==> src/rtl/seg_pkg.sv <==
// ============================================================================
// Module : seg_pkg
// Brief  : Shared constants and types for the 7-segment scanner and decoder.
// Rev    : 1.0 - initial release
// ============================================================================
`default_nettype none

package seg_pkg;

    localparam int DIGIT_W = 4;

    // Nibble bit carried by each decoder input line
    localparam int NIB_A = 3;
    localparam int NIB_B = 2;
    localparam int NIB_C = 1;
    localparam int NIB_D = 0;

    localparam int TICK_DIV_DEF  = 4;
    localparam int BLANK_CYC_DEF = 1;

    typedef struct packed {
        logic               dp;
        logic [DIGIT_W-1:0] val;
    } digit_t;

    function automatic int idx_width(input int n);
        return (n > 1) ? $clog2(n) : 1;
    endfunction

endpackage

`default_nettype wire

==> src/rtl/seg_scan_div.sv <==
// ============================================================================
// Module : seg_scan_div
// Brief  : Slot prescaler: cnt counts cycles within a digit slot, idx selects
//          the digit; frame strobes on the last cycle of the last slot.
// Rev    : 1.0 - initial release
// ============================================================================
`default_nettype none

module seg_scan_div #(
    parameter int DIGITS   = 4,
    parameter int TICK_DIV = 4,
    parameter int CNT_W    = 2,
    parameter int IDX_W    = 2
) (
    input  logic             clk,
    input  logic             rst,
    output logic [CNT_W-1:0] o_cnt,
    output logic [IDX_W-1:0] o_idx,
    output logic             o_frame
);

    localparam logic [CNT_W-1:0] c_cnt_max = CNT_W'(TICK_DIV - 1);
    localparam logic [IDX_W-1:0] c_idx_max = IDX_W'(DIGITS - 1);

    logic [CNT_W-1:0] r_cnt;
    logic [IDX_W-1:0] r_idx;
    logic             w_adv;

    assign w_adv = (r_cnt == c_cnt_max);

    always_ff @(posedge clk) begin
        if (rst) begin
            r_cnt <= '0;
            r_idx <= '0;
        end else begin
            r_cnt <= w_adv ? '0 : r_cnt + CNT_W'(1);
            if (w_adv) begin
                r_idx <= (r_idx == c_idx_max) ? '0 : r_idx + IDX_W'(1);
            end
        end
    end

    assign o_cnt   = r_cnt;
    assign o_idx   = r_idx;
    assign o_frame = w_adv && (r_idx == c_idx_max);

endmodule

`default_nettype wire

==> src/rtl/seg_scan.sv <==
// ============================================================================
// Module : seg_scan
// Brief  : Time-multiplexed digit scanner with frame-synchronous double
//          buffering and leading-zero blanking, feeding the seg decoder.
// Rev    : 1.0 - initial release
// ============================================================================
`default_nettype none

module seg_scan
    import seg_pkg::*;
#(
    parameter int DIGITS    = 4,
    parameter int TICK_DIV  = TICK_DIV_DEF,
    parameter int BLANK_CYC = BLANK_CYC_DEF
) (
    input  logic                  clk,
    input  logic                  rst,
    input  logic                  load,
    input  logic [DIGIT_W*DIGITS-1:0] din,
    input  logic [DIGITS-1:0]     dp_in,
    input  logic                  lz_en,
    output logic                  a,
    output logic                  b,
    output logic                  c,
    output logic                  d,
    output logic                  dp,
    output logic [DIGITS-1:0]     an,
    output logic                  frame
);

    localparam int c_cnt_w = $clog2(TICK_DIV);
    localparam int c_idx_w = idx_width(DIGITS);
    localparam logic [DIGITS-1:0] c_an_lsb = DIGITS'(1);

    logic [c_cnt_w-1:0]        w_cnt;
    logic [c_idx_w-1:0]        w_idx;
    logic                      w_frame;

    digit_t [DIGITS-1:0]       r_active;
    digit_t [DIGITS-1:0]       r_shadow;
    logic                      r_pending;
    digit_t [DIGITS-1:0]       w_load_word;

    logic [DIGITS:1]           w_zero_up;
    logic [DIGITS-1:0]         w_dark;
    logic                      w_blank_slot;
    digit_t                    w_cur;
    logic [DIGITS-1:0]         w_an;
    logic                      w_dp;

    seg_scan_div #(
        .DIGITS   (DIGITS),
        .TICK_DIV (TICK_DIV),
        .CNT_W    (c_cnt_w),
        .IDX_W    (c_idx_w)
    ) u_div (
        .clk     (clk),
        .rst     (rst),
        .o_cnt   (w_cnt),
        .o_idx   (w_idx),
        .o_frame (w_frame)
    );

    generate
        for (genvar k = 0; k < DIGITS; k++) begin : g_pack
            assign w_load_word[k].dp  = dp_in[k];
            assign w_load_word[k].val = din[DIGIT_W*k +: DIGIT_W];
        end
    endgenerate

    // A load on the swap edge lands in shadow and keeps pending for next frame
    always_ff @(posedge clk) begin
        if (rst) begin
            r_active  <= '0;
            r_shadow  <= '0;
            r_pending <= 1'b0;
        end else begin
            if (w_frame && r_pending) begin
                r_active <= r_shadow;
            end
            if (load) begin
                r_shadow  <= w_load_word;
                r_pending <= 1'b1;
            end else if (w_frame && r_pending) begin
                r_pending <= 1'b0;
            end
        end
    end

    // w_zero_up[k]: active digits k..DIGITS-1 are all zero
    assign w_zero_up[DIGITS] = 1'b1;
    assign w_dark[0]         = 1'b0;
    generate
        for (genvar k = 1; k < DIGITS; k++) begin : g_lz
            assign w_zero_up[k] = (r_active[k].val == '0) && w_zero_up[k+1];
            assign w_dark[k]    = lz_en && w_zero_up[k];
        end
    endgenerate

    generate
        if (BLANK_CYC == 0) begin : g_no_blank
            assign w_blank_slot = 1'b0;
        end else begin : g_blank
            assign w_blank_slot = (w_cnt < c_cnt_w'(BLANK_CYC));
        end
    endgenerate

    always_comb begin
        w_cur = r_active[w_idx];
        w_an  = '0;
        w_dp  = 1'b0;
        if (!w_blank_slot && !w_dark[w_idx]) begin
            w_an = c_an_lsb << w_idx;
            w_dp = w_cur.dp;
        end
    end

    assign a     = w_cur.val[NIB_A];
    assign b     = w_cur.val[NIB_B];
    assign c     = w_cur.val[NIB_C];
    assign d     = w_cur.val[NIB_D];
    assign an    = w_an;
    assign dp    = w_dp;
    assign frame = w_frame;

endmodule

`default_nettype wire

==> config.mk <==
export PLATFORM = sky130hd
export DESIGN_NAME = seg_scan
export DESIGN_NICKNAME = d
export VERILOG_FILES = /design/src/rtl/seg_pkg.sv /design/src/rtl/seg_scan_div.sv /design/src/rtl/seg_scan.sv
export SDC_FILE = /design/constraint.sdc
export NUM_CORES = 1
export LEC_CHECK = 0
export ABC_AREA = 0
export BUFFER_PORTS_ARGS = -buffer_cell sky130_fd_sc_hd__buf_2
export CAP_MARGIN = 40
export CORE_MARGIN = 8
export CORE_UTILIZATION = 35
export CTS_BUF_LIST = sky130_fd_sc_hd__clkbuf_4 sky130_fd_sc_hd__clkbuf_8
export DETAILED_ROUTE_END_ITERATION = 7
export GPL_ROUTABILITY_DRIVEN = 1
export SLEW_MARGIN = 25
export SYNTH_ARGS = -nofsm -noshare
export SYNTH_HDL_FRONTEND = slang
export SYNTH_SLANG_ARGS = --single-unit
==> constraint.sdc <==
create_clock -name clk -period 1.6 [get_ports clk]
set_input_delay 0.4 -clock clk [delete_from_list [all_inputs] [get_ports clk]]
set_output_delay 0.4 -clock clk [all_outputs]
set_load 0.1 [all_outputs]
---- Yosys cells after proc, flatten, opt, wreduce, memory -nomap -nowiden ----
Index checks and enable logic that the tools add are counted.
storage, ports and cells
  bits of input ports ..................... 24
  word-level logic and storage cells ...... 50
  register bits after elaboration ......... 45
operators by class
  equal/unequal tests ..................... 2
  $lt $le $gt $ge ......................... 2
  add/sub/neg operators ................... 2
  shift operators ......................... 1
  reductions and logical operators ........ 15
  mux-type cells .......................... 9
operators with widths
  cell                   number
  $logic_not A4 Y1       3
  $bmux W5 S2            1
  $logic_and A1 B1 Y1    8
  $mux W5                1
  $add A2 B1 Y2 const B  2
  $eq A2 B2 Y1 const B   2
  $mux W1                4
  $mux W4                1
  $shl A1 B2 Y4 const A  1
  $lt A2 B3 Y1 const B   1
  $bmux W1 S2            1
  $logic_not A1 Y1       2
  $lt A2 B1 Y1 const B   1
  $mux W2                1
  $reduce_bool A2 Y1     1
  $reduce_or A2 Y1       1

---- Longest topological paths before layout ----
Gate-level depths: netlist (run 1).
  depth after elaboration ................. 9
  depth in mapped cells ................... 6

---- Cells and area by module ----
Synthesis (run 1) repeated with hierarchy kept, for this count alone.
second synthesis, totals
  cell total of the unflattened synthesis .. 196
  area total of the unflattened synthesis .. 1,803.0 um^2
by module, submodules not included
  module        sequential area each (um^2)  instances  cells each  area an instance (um^2)
  seg_scan      820.8                        1          182         1,641.6
  seg_scan_div  80.1                         1          14          161.4

---- Least setup slack after synthesis (run 1) ----
OpenSTA, ideal clock, no wires.
  kind .................................... register -> output
  start ................................... reg u_div.r_idx[0], in the netlist u_div.o_idx[0]
  end ..................................... out an[2]
  data required time ...................... 1.200 ns
  path slack .............................. -1.234 ns
  arrival ................................. 2.434 ns
  path buffers ............................ 1
  cell stages (with the launch flop) ...... 6
  path through ............................ dfxtp_1 buf_6 inv_1 ha_1 or2b_2 a21oi_1
on the way
  longest elaborated chain between the ends .. 5
  elaborated cells between the ends (all ways) .. 6
RTL lines
  item                           line                RTL
  from (decl)                    seg_scan_div.sv:26  logic [IDX_W-1:0] r_idx;
  from (signal assigned)         seg_scan_div.sv:38  r_idx <= (r_idx == c_idx_max) ? '0 : r_idx + IDX_W'(1);
  $bmux W1 S2                    seg_scan.sv:112     if (!w_blank_slot && !w_dark[w_idx]) begin
  $mux W1 (implied by the code)  seg_scan.sv:112
  $logic_not A1 Y1               seg_scan.sv:112
  $logic_and A1 B1 Y1            seg_scan.sv:112
  $mux W4 (*)                    seg_scan.sv:112
  to (decl)                      seg_scan.sv:27      output logic [DIGITS-1:0] an,
Every way passes the cells marked *; elsewhere a longest branch is shown, timed or not. The select of a mux whose other input is x is not followed.

---- Worst setup path after layout (run 1) ----
  start ................................... reg r_active[10] (netlist name)
  end ..................................... out dp
on the way
  longest elaborated chain between the ends .. 9
  elaborated cells between the ends (all ways) .. 10
RTL lines
  item                               line             RTL
  from (decl)                        seg_scan.sv:39   digit_t [DIGITS-1:0] r_active;
  from (signal assigned)             seg_scan.sv:79   r_active <= r_shadow;
  $logic_not A4 Y1 (*)               seg_scan.sv:95   assign w_zero_up[k] = (r_active[k].val == '0) && w_zero_up[k+1];
  $logic_and A1 B1 Y1 (*)            seg_scan.sv:95
  $logic_and A1 B1 Y1                seg_scan.sv:95
  $logic_and A1 B1 Y1                seg_scan.sv:96   assign w_dark[k] = lz_en && w_zero_up[k];
  $bmux W1 S2 (*)                    seg_scan.sv:112
  $mux W1 (implied by the code) (*)  seg_scan.sv:112
  $logic_not A1 Y1 (*)               seg_scan.sv:112
  $logic_and A1 B1 Y1 (*)            seg_scan.sv:112
  $mux W1 (*)                        seg_scan.sv:112
  to (decl)                          seg_scan.sv:26   output logic dp,
Marked as above.

==> metrics.md, run 1 <==
| Metric | Value |
|---|---|
| Pins over their slew limit | `0` |
| Synthesized-area fraction occupied by xor and xnor cells | `0%` |
| Largest driver fanout on the critical path | `5` |
| Die height | `90.0 um` |
| Antenna violations before repair | `0` |
| Leftover overflow at the end of global routing | `0` |
| Wire length of the first global-routing pass | `7140 um` |
| Final standard cell count with taps included and fillers excluded | `331` |
| Biggest cell delay along the critical path | `0.54 ns` |
| Count of endpoints failing setup in the final report | `10` |
| Leading cell type in the layout, fill and taps excluded | `dfxtp_1` |
| Count of routing violations after the opening detailed-route iteration | `75` |
| Ordered list of cells on the worst path | `or4_4 -> a211oi_4 -> buf_12 -> a21oi_2 -> buf_12` |
| Number of vias per cell | `4.54` |
| Worst setup path class | `reg -> out` |
| Number of cells produced by synthesis | `204` |
| Insertion delay of the later-clocked pin in the worst-skew pair | `0.29 ns` |
| DR vias | `1502` |
| Net switching power figure | `0.542 mW` |
| Outcome | `complete, but fails checks` |
| Cell count after placement | `320` |
| Transition at the pin with the smallest max-transition slack | `0.309 ns` |
| Total die area | `0.00810 mm^2` |
| Post-synthesis instance area | `0.00192 mm^2` |
| Final critical path time including I/O delays and setup | `2.18 ns` |
| Startpoint class of the critical path | `flop` |
| Peak Freq | `458 MHz` |
| Flop and latch count out of synthesis | `45` |
| Effective utilization at floorplan | `35.4%` |
| Port-buffer cells | `33` |
| Main area contributors after synthesis | `dfxtp_1 47%, mux2i_1 11%, nand2_1 8.2%` |
| CTS H-tree lvls | `2` |
| Length of the first detailed-routing pass in iterations | `4` |
| Total cell area at the placement stage | `0.00243 mm^2` |
| Multiplexer fraction of the synthesized cell area | `17.8%` |
| Portion of the clock cycle consumed by the worst path in the final layout | `137%` |
| Worst hold-check path type | `in -> reg` |
| Area grow syn2layout | `40.5%` |
| Data required time of the worst path | `1.20 ns` |
| Final instance area | `0.00269 mm^2` |
| Number of distinct library cells after synthesis | `25` |
| Worst clock skew on the final layout | `0.00430 ns` |
| Global-route usage over all layers | `10.7%` |
| Overall routed net length | `4150 um` |
| Number of global-route vias before repair | `1554` |
| Main combinational cell family by area after synthesis | `multiplexers` |
| Endpoint kind of the worst setup timing path | `output port` |
| Cell with the most instances on the worst path | `buf_12` |
| Mean post-synth cell area | `9.39 um^2` |
| Number of fill cells in the layout | `506` |
| Max VDD drop | `577 uV` |
| Part of the power in the clock network | `30.9%` |
| Fraction of the mapped netlist area in simple logic gates | `17.7%` |
| Tot Pwr | `2.18 mW` |
| CTS Buf Count | `5` |
| Leakage Power | `1.13 nW` |
| Detailed-placement wirelength estimate | `3140 um` |
| Cell with the biggest individual delay on the critical path | `or4_4` |
| Post-layout worst setup margin | `-0.585 ns` |
| Slew margin rel. | `79.4%` |
| # nets final | `288` |
| Final weighted congestion in routability-driven placement | `0.785` |
| Residual DRC | `0` |
| Number of clock sinks | `45` |
| Comb power frac | `14.9%` |
| Post-synth top area share | `47.0%` |
| Clock-pin slew of the registers on the worst-case setup and hold paths | `0.08 ns` |
| TritonCTS clock tree | `done` |
| Maximum number of pins on one net before global-route repair | `31` |
| Number of synthesis warnings | `0` |
| I/O pin count | `34` |
| Core area | `0.00541 mm^2` |
| FP Rows | `27` |
| Worst slack at placement | `-0.512 ns` |
| Signal arrival time at the worst endpoint | `1.78 ns` |
| Switch share | `24.8%` |
| Power density over cell area | `810 mW/mm^2` |
| Width of the chip | `90.0 um` |
| Maxcap violations | `0` |
| Remaining number of nets flagged by the antenna check after routing | `0` |
| Routed length per instance | `12.5 um` |
| Adder-cell area share of the yosys netlist | `3.92%` |
| Total nets after synthesis | `234` |
| Layout cell share with drive strength beyond 1 | `35.1%` |
| Commonest cells after routing, fill and taps aside | `43 x dfxtp_1, 41 x nand2_1, 24 x nor2_1` |
| Area fraction in compound gates after synthesis | `8.49%` |
| Cell chosen for the clock root | `clkbuf_8` |
| Final antenna diode count | `0` |
| Clk buf depth | `2` |
| Final count of hold timing violations | `0` |
| Internal power | `1.64 mW` |
| RSZ-0062 raised after global routing | `yes` |
| Fraction of the yosys area taken by sequential cells | `47.0%` |
| Cell accounting for the most synthesized area | `dfxtp_1` |
| Violations in the final reports | `setup timing` |
| Sequential fraction of design power | `54.2%` |
-- final timing paths --
path	depth (start not counted)	end	from	slack [ns]
worst max-delay path	5	dp	r_active[10]	-0.58
worst min-delay path	3	r_shadow[3]	din[3]	0.34
worst max register to register	8	r_active[17]	u_div.o_idx[0]	0.09
worst min register to register	2	r_active[2]	r_shadow[2]	0.45
-- flip-flops by register name, indices dropped and copies added (netlist names) --
register     count
r_active        20
r_shadow        20
u_div.o_cnt      2
u_div.o_idx      2
r_pending        1
-- Yosys cell counts --
cell type and instances:
inv_1 5, mux2i_1 22, and3_1 1, clkbuf_1 9, mux4_2 3, or4_4 1
or4b_4 1, nor2_1 24, nand3_1 1, nand2b_1 3, a21oi_1 26, or2b_2 1
nand2_1 42, clkbuf_8 1, dfxtp_1 45, nor3b_1 1, a211oi_4 1, buf_2 4
or3_2 1, nor3_1 1, buf_6 1, o31ai_2 1, mux4_1 2, or2b_1 1
ha_1 6
-- metrics by stage --
stage	utilization (%)	TNS (ns)	hold slack, ns
2_1_floorplan	-	-2.46	0.427
3_3_place_gp	44.9	-3.11	0.441
4_1_cts	49.0	-4.65	0.330
6_report	49.8	-4.41	0.335
3_5_place_dp	44.9	-3.16	0.445
5_1_grt	49.8	-4.92	0.328
-- critical path: cells and delay by family, from the launching register on --
kind / cells / cell delay (ns)
flops: 1 / 0.31
simple gates: 1 / 0.54
compound gates: 2 / 0.32
buf+inv: 2 / 0.32
-- cell families after synthesis --
kind of cell	after synthesis
AOI/OAI and AO/OA	28
adders and majority gates	6
buffers and inverters	20
DFF	45
muxes	27
and+or+nand+nor	78
-- repair_timing --
| action | in CTS | in global routing |
|---|---|---|
| pin swaps | 3 | 1 |
| hold buffers | 0 | 0 |
| hold endpoints to repair | 0 | 0 |
| setup buffers | 1 | 2 |
| setup endpoints to repair | 10 | 10 |
| gates resized for setup | 36 | 6 |
-- final cells by class --
cell class / count / area, um^2 / share of cell area [%]
Clock buffer: 6 / 76.3 / 2.84
Tap cell: 72 / 90.1 / 3.35
Inverter: 5 / 22.5 / 0.837
Multi-Input combinational cell: 139 / 988 / 36.7
Timing Repair Buffer: 62 / 598 / 22.2
Sequential cell: 45 / 906 / 33.7
Clock inverter: 2 / 10.0 / 0.372
-- power groups by stage --
stage / Combinational [mW] / Clock, mW / Sequential, mW
CTS: 0.325 / 0.705 / 1.18
finish: 0.325 / 0.673 / 1.18
floorplan: 0.195 / 0 / 1.20
global placement: 0.286 / 0 / 1.21
detailed placement: 0.292 / 0 / 1.21
global route: 0.352 / 0.759 / 1.19
-- layer usage --
layer / global-route usage, % / wire length (um) / part of all wire [%]
met5: 0 / 0 / 0
met1: 11.8 / 1880 / 45
met2: 18.6 / 2080 / 50
met4: 4.30 / 70 / 1.7
met3: 3.33 / 116 / 2.8
No activity file was read; power rests on OpenSTA's default activity.
==> inputs of run 2 (changes only) <==
--- a/config.mk
+++ b/config.mk
@@ -13,7 +13,9 @@
 export CTS_BUF_LIST = sky130_fd_sc_hd__clkbuf_4 sky130_fd_sc_hd__clkbuf_8
 export DETAILED_ROUTE_END_ITERATION = 7
 export GPL_ROUTABILITY_DRIVEN = 1
+export SKIP_CTS_REPAIR_TIMING = 1
 export SLEW_MARGIN = 25
 export SYNTH_ARGS = -nofsm -noshare
 export SYNTH_HDL_FRONTEND = slang
 export SYNTH_SLANG_ARGS = --single-unit
+export TNS_END_PERCENT = 1
==> metrics.md, run 2 (synthesis results as in run 1) <==
| Metric | Value |
|---|---|
| Internal power | `1.84 mW (+12%)` |
| Number of fill cells in the layout | `527 (+4.2%)` |
| Effective utilization at floorplan | `35.4% (unchanged)` |
| Number of logic stages on the critical path including buffering | `5 (unchanged)` |
| Clk buf depth | `2 (unchanged)` |
| Part of the power in the clock network | `37.3% (+6.4 points)` |
| Final weighted congestion in routability-driven placement | `0.750 (-4.4%)` |
| Final critical path time including I/O delays and setup | `2.21 ns (+0.0239 ns)` |
| RSZ-0062 raised after global routing | `yes` |
| Total die area | `0.00810 mm^2 (unchanged)` |
| Peak Freq | `453 MHz (-1.1%)` |
| Insertion delay of the later-clocked pin in the worst-skew pair | `0.29 ns (about the same)` |
| WHS Path Cells | `3 (unchanged)` |
| Post-layout worst setup margin | `-0.608 ns (-0.0239 ns)` |
| # nets final | `287 (-0.35%)` |
| Startpoint class of the critical path | `flop` |
| Total cell area at the placement stage | `0.00243 mm^2 (+0.31%)` |
| TNS Setup | `-4.60 ns (-0.193 ns)` |
| Final antenna diode count | `0 (unchanged)` |
| Number of clock sinks | `45 (unchanged)` |
| Length of the first detailed-routing pass in iterations | `4 (unchanged)` |
| Die height | `90.0 um (unchanged)` |
| Routed length per instance | `12.4 um (-0.98%)` |
| Portion of the clock cycle consumed by the worst path in the final layout | `138% (+1.5 points)` |
| Port-buffer cells | `33 (unchanged)` |
| Area grow syn2layout | `38.2%` |
| Leading cell type in the layout, fill and taps excluded | `dfxtp_1` |
| Remaining number of nets flagged by the antenna check after routing | `0 (unchanged)` |
| Cell with the biggest individual delay on the critical path | `or4b_4` |
| Largest driver fanout on the critical path | `5 (unchanged)` |
| Number of global-route vias before repair | `1626 (+4.6%)` |
| Layout cell share with drive strength beyond 1 | `32.9% (-2.2 points)` |
| FP Rows | `27 (unchanged)` |
| Biggest regs | `r_active: 20 flops, r_shadow: 20 flops` |
| Fraction of the core area covered by cells at the end of the flow | `49.0% (-0.81 points)` |
| Max VDD drop | `430 uV (-25%)` |
| Signal arrival time at the worst endpoint | `1.81 ns (+0.03 ns)` |
| Global-route usage over all layers | `10.6% (-0.11 points)` |
| Data required time of the worst path | `1.20 ns (about the same)` |
| Clock-pin slew of the registers on the worst-case setup and hold paths | `0.08 ns (about the same)` |
| Comb power frac | `13.1% (-1.8 points)` |
| Overall routed net length | `4100 um (-1.3%)` |
| CTS Buf Count | `5 (unchanged)` |
| Count of routing violations after the opening detailed-route iteration | `48 (-36%)` |
| Commonest cells after routing, fill and taps aside | `45 x dfxtp_1, 42 x nand2_1, 24 x nor2_1` |
| Wire length of the first global-routing pass | `7160 um (+0.29%)` |
| Sequential Area | `901 um^2 (-0.55%)` |
| Power density over cell area | `900 mW/mm^2 (+11%)` |
| Width of the chip | `90.0 um (unchanged)` |
| Residual DRC | `0 (unchanged)` |
| Sequential fraction of design power | `49.5% (-4.7 points)` |
| DR vias | `1549 (+3.1%)` |
| Worst hold-check path type | `in -> reg` |
| Antenna violations before repair | `0 (unchanged)` |
| Crit-path leading delay family | `simple AND/OR/NAND/NOR gates` |
| Combined area of the multi-input logic cells | `962 um^2 (-2.7%)` |
| Endpoint kind of the worst setup timing path | `output port` |
| Final count of hold timing violations | `0 (unchanged)` |
| Biggest cell delay along the critical path | `0.55 ns (about the same)` |
| Cell with the most instances on the worst path | `buf_12` |
| CTS H-tree lvls | `2 (unchanged)` |
| Maxcap violations | `0 (unchanged)` |
| TritonCTS clock tree | `done` |
| Buffers and inverters on the worst path | `2 (unchanged)` |
| Count of endpoints failing setup in the final report | `10 (unchanged)` |
| Leftover overflow at the end of global routing | `0 (unchanged)` |
| Core area | `0.00541 mm^2 (unchanged)` |
| Worst clock skew on the final layout | `0.00660 ns (+0.00230 ns)` |
| Violations in the final reports | `setup timing` |
| Outcome | `complete, but fails checks` |
| Maximum number of pins on one net before global-route repair | `37 (+19%)` |
| Leakage Power | `1.12 nW (-0.25%)` |
| Pins over their slew limit | `0 (unchanged)` |
| Transition at the pin with the smallest max-transition slack | `0.229 ns (-0.0809 ns)` |
| Cell chosen for the clock root | `clkbuf_8` |
| Worst Reg2Reg Path Length in Cells | `7 (-1)` |
| Ordered list of cells on the worst path | `or4b_4 -> a211oi_4 -> buf_12 -> a21oi_2 -> buf_12` |
| Final instance area | `0.00265 mm^2 (-1.6%)` |
| Switch share | `22.9% (-1.9 points)` |
| Number of vias per cell | `4.69 (+3.4%)` |
| Detailed-placement wirelength estimate | `3100 um (-1.4%)` |
| Worst setup path class | `reg -> out` |
| Slew margin rel. | `84.8% (+5.4 points)` |
| I/O pin count | `34 (unchanged)` |
| Net switching power figure | `0.546 mW (+0.73%)` |
==> run 2: changes by cell type in the layout (fill, tap and decap cells not counted), sizes merged <==
| cell | before | now |
|---|---|---|
| bufinv | 0 | 1 |
| buf | 62 | 61 |
| clkinv | 2 | 0 |
| inv | 4 | 5 |
| clkinvlp | 1 | 0 |
| clkbuf | 6 | 7 |
==> run 2: final cells by class <==
cell class | count | share of cell area [%]
multi-input cells | 139 | 36.3
repair buffers | 61 | 21.0
flip-flops and latches | 45 | 34.0
clock buffers | 7 | 3.40
well taps | 72 | 3.40
inverters | 5 | 0.709
clock inverters | 1 | 1.13
==> run 2: metal layers <==
metal | global-route usage [%] | vias up | routed length (um)
met5 | 0 | - | 0
met4 | 4.16 | 0 | 78
met3 | 3.24 | 8 | 137
met2 | 18.5 | 26 | 2050
met1 | 11.7 | 730 | 1830
li1 | - | 785 | -
==> run 2: power groups by stage <==
| stage | clock network (mW) | registers, mW | logic [mW] |
|---|---|---|---|
| after floorplan | 0 | 1.20 | 0.195 |
| after CTS | 0.918 | 1.18 | 0.294 |
| after global placement | 0 | 1.21 | 0.288 |
| after detailed placement | 0 | 1.21 | 0.293 |
| final | 0.890 | 1.18 | 0.313 |
| after global routing | 0.965 | 1.19 | 0.340 |
==> run 2: stage by stage <==
step	power (mW)	setup WS, ns	std cells	hold slack, ns
6_report	2.38	-0.608	330	0.336
5_1_grt	2.49	-0.668	330	0.342
4_1_cts	2.39	-0.748	330	0.330
3_5_place_dp	1.50	-0.517	322	0.448
3_3_place_gp	1.49	-0.498	322	0.441
2_1_floorplan	1.40	-0.466	204	0.427
==> run 2: final timing paths <==
path | to | startpoint | slack (ns)
min | r_shadow[3] | din[3] | 0.34
min reg2reg | r_active[18] | r_shadow[18] | 0.45
max reg2reg | r_active[0] | u_div.o_idx[0] | 0.17
max | dp | r_active[16] | -0.61
==> run 2: worst register-to-register path, stage by stage, from the launching register on <==
cell and delay [ns]:
dfxtp_1 0.34, buf_4 0.15, ha_2 0.17, buf_4 0.11, and3_1 0.20, buf_12 0.16
nand2_1 0.07, a21oi_1 0.16
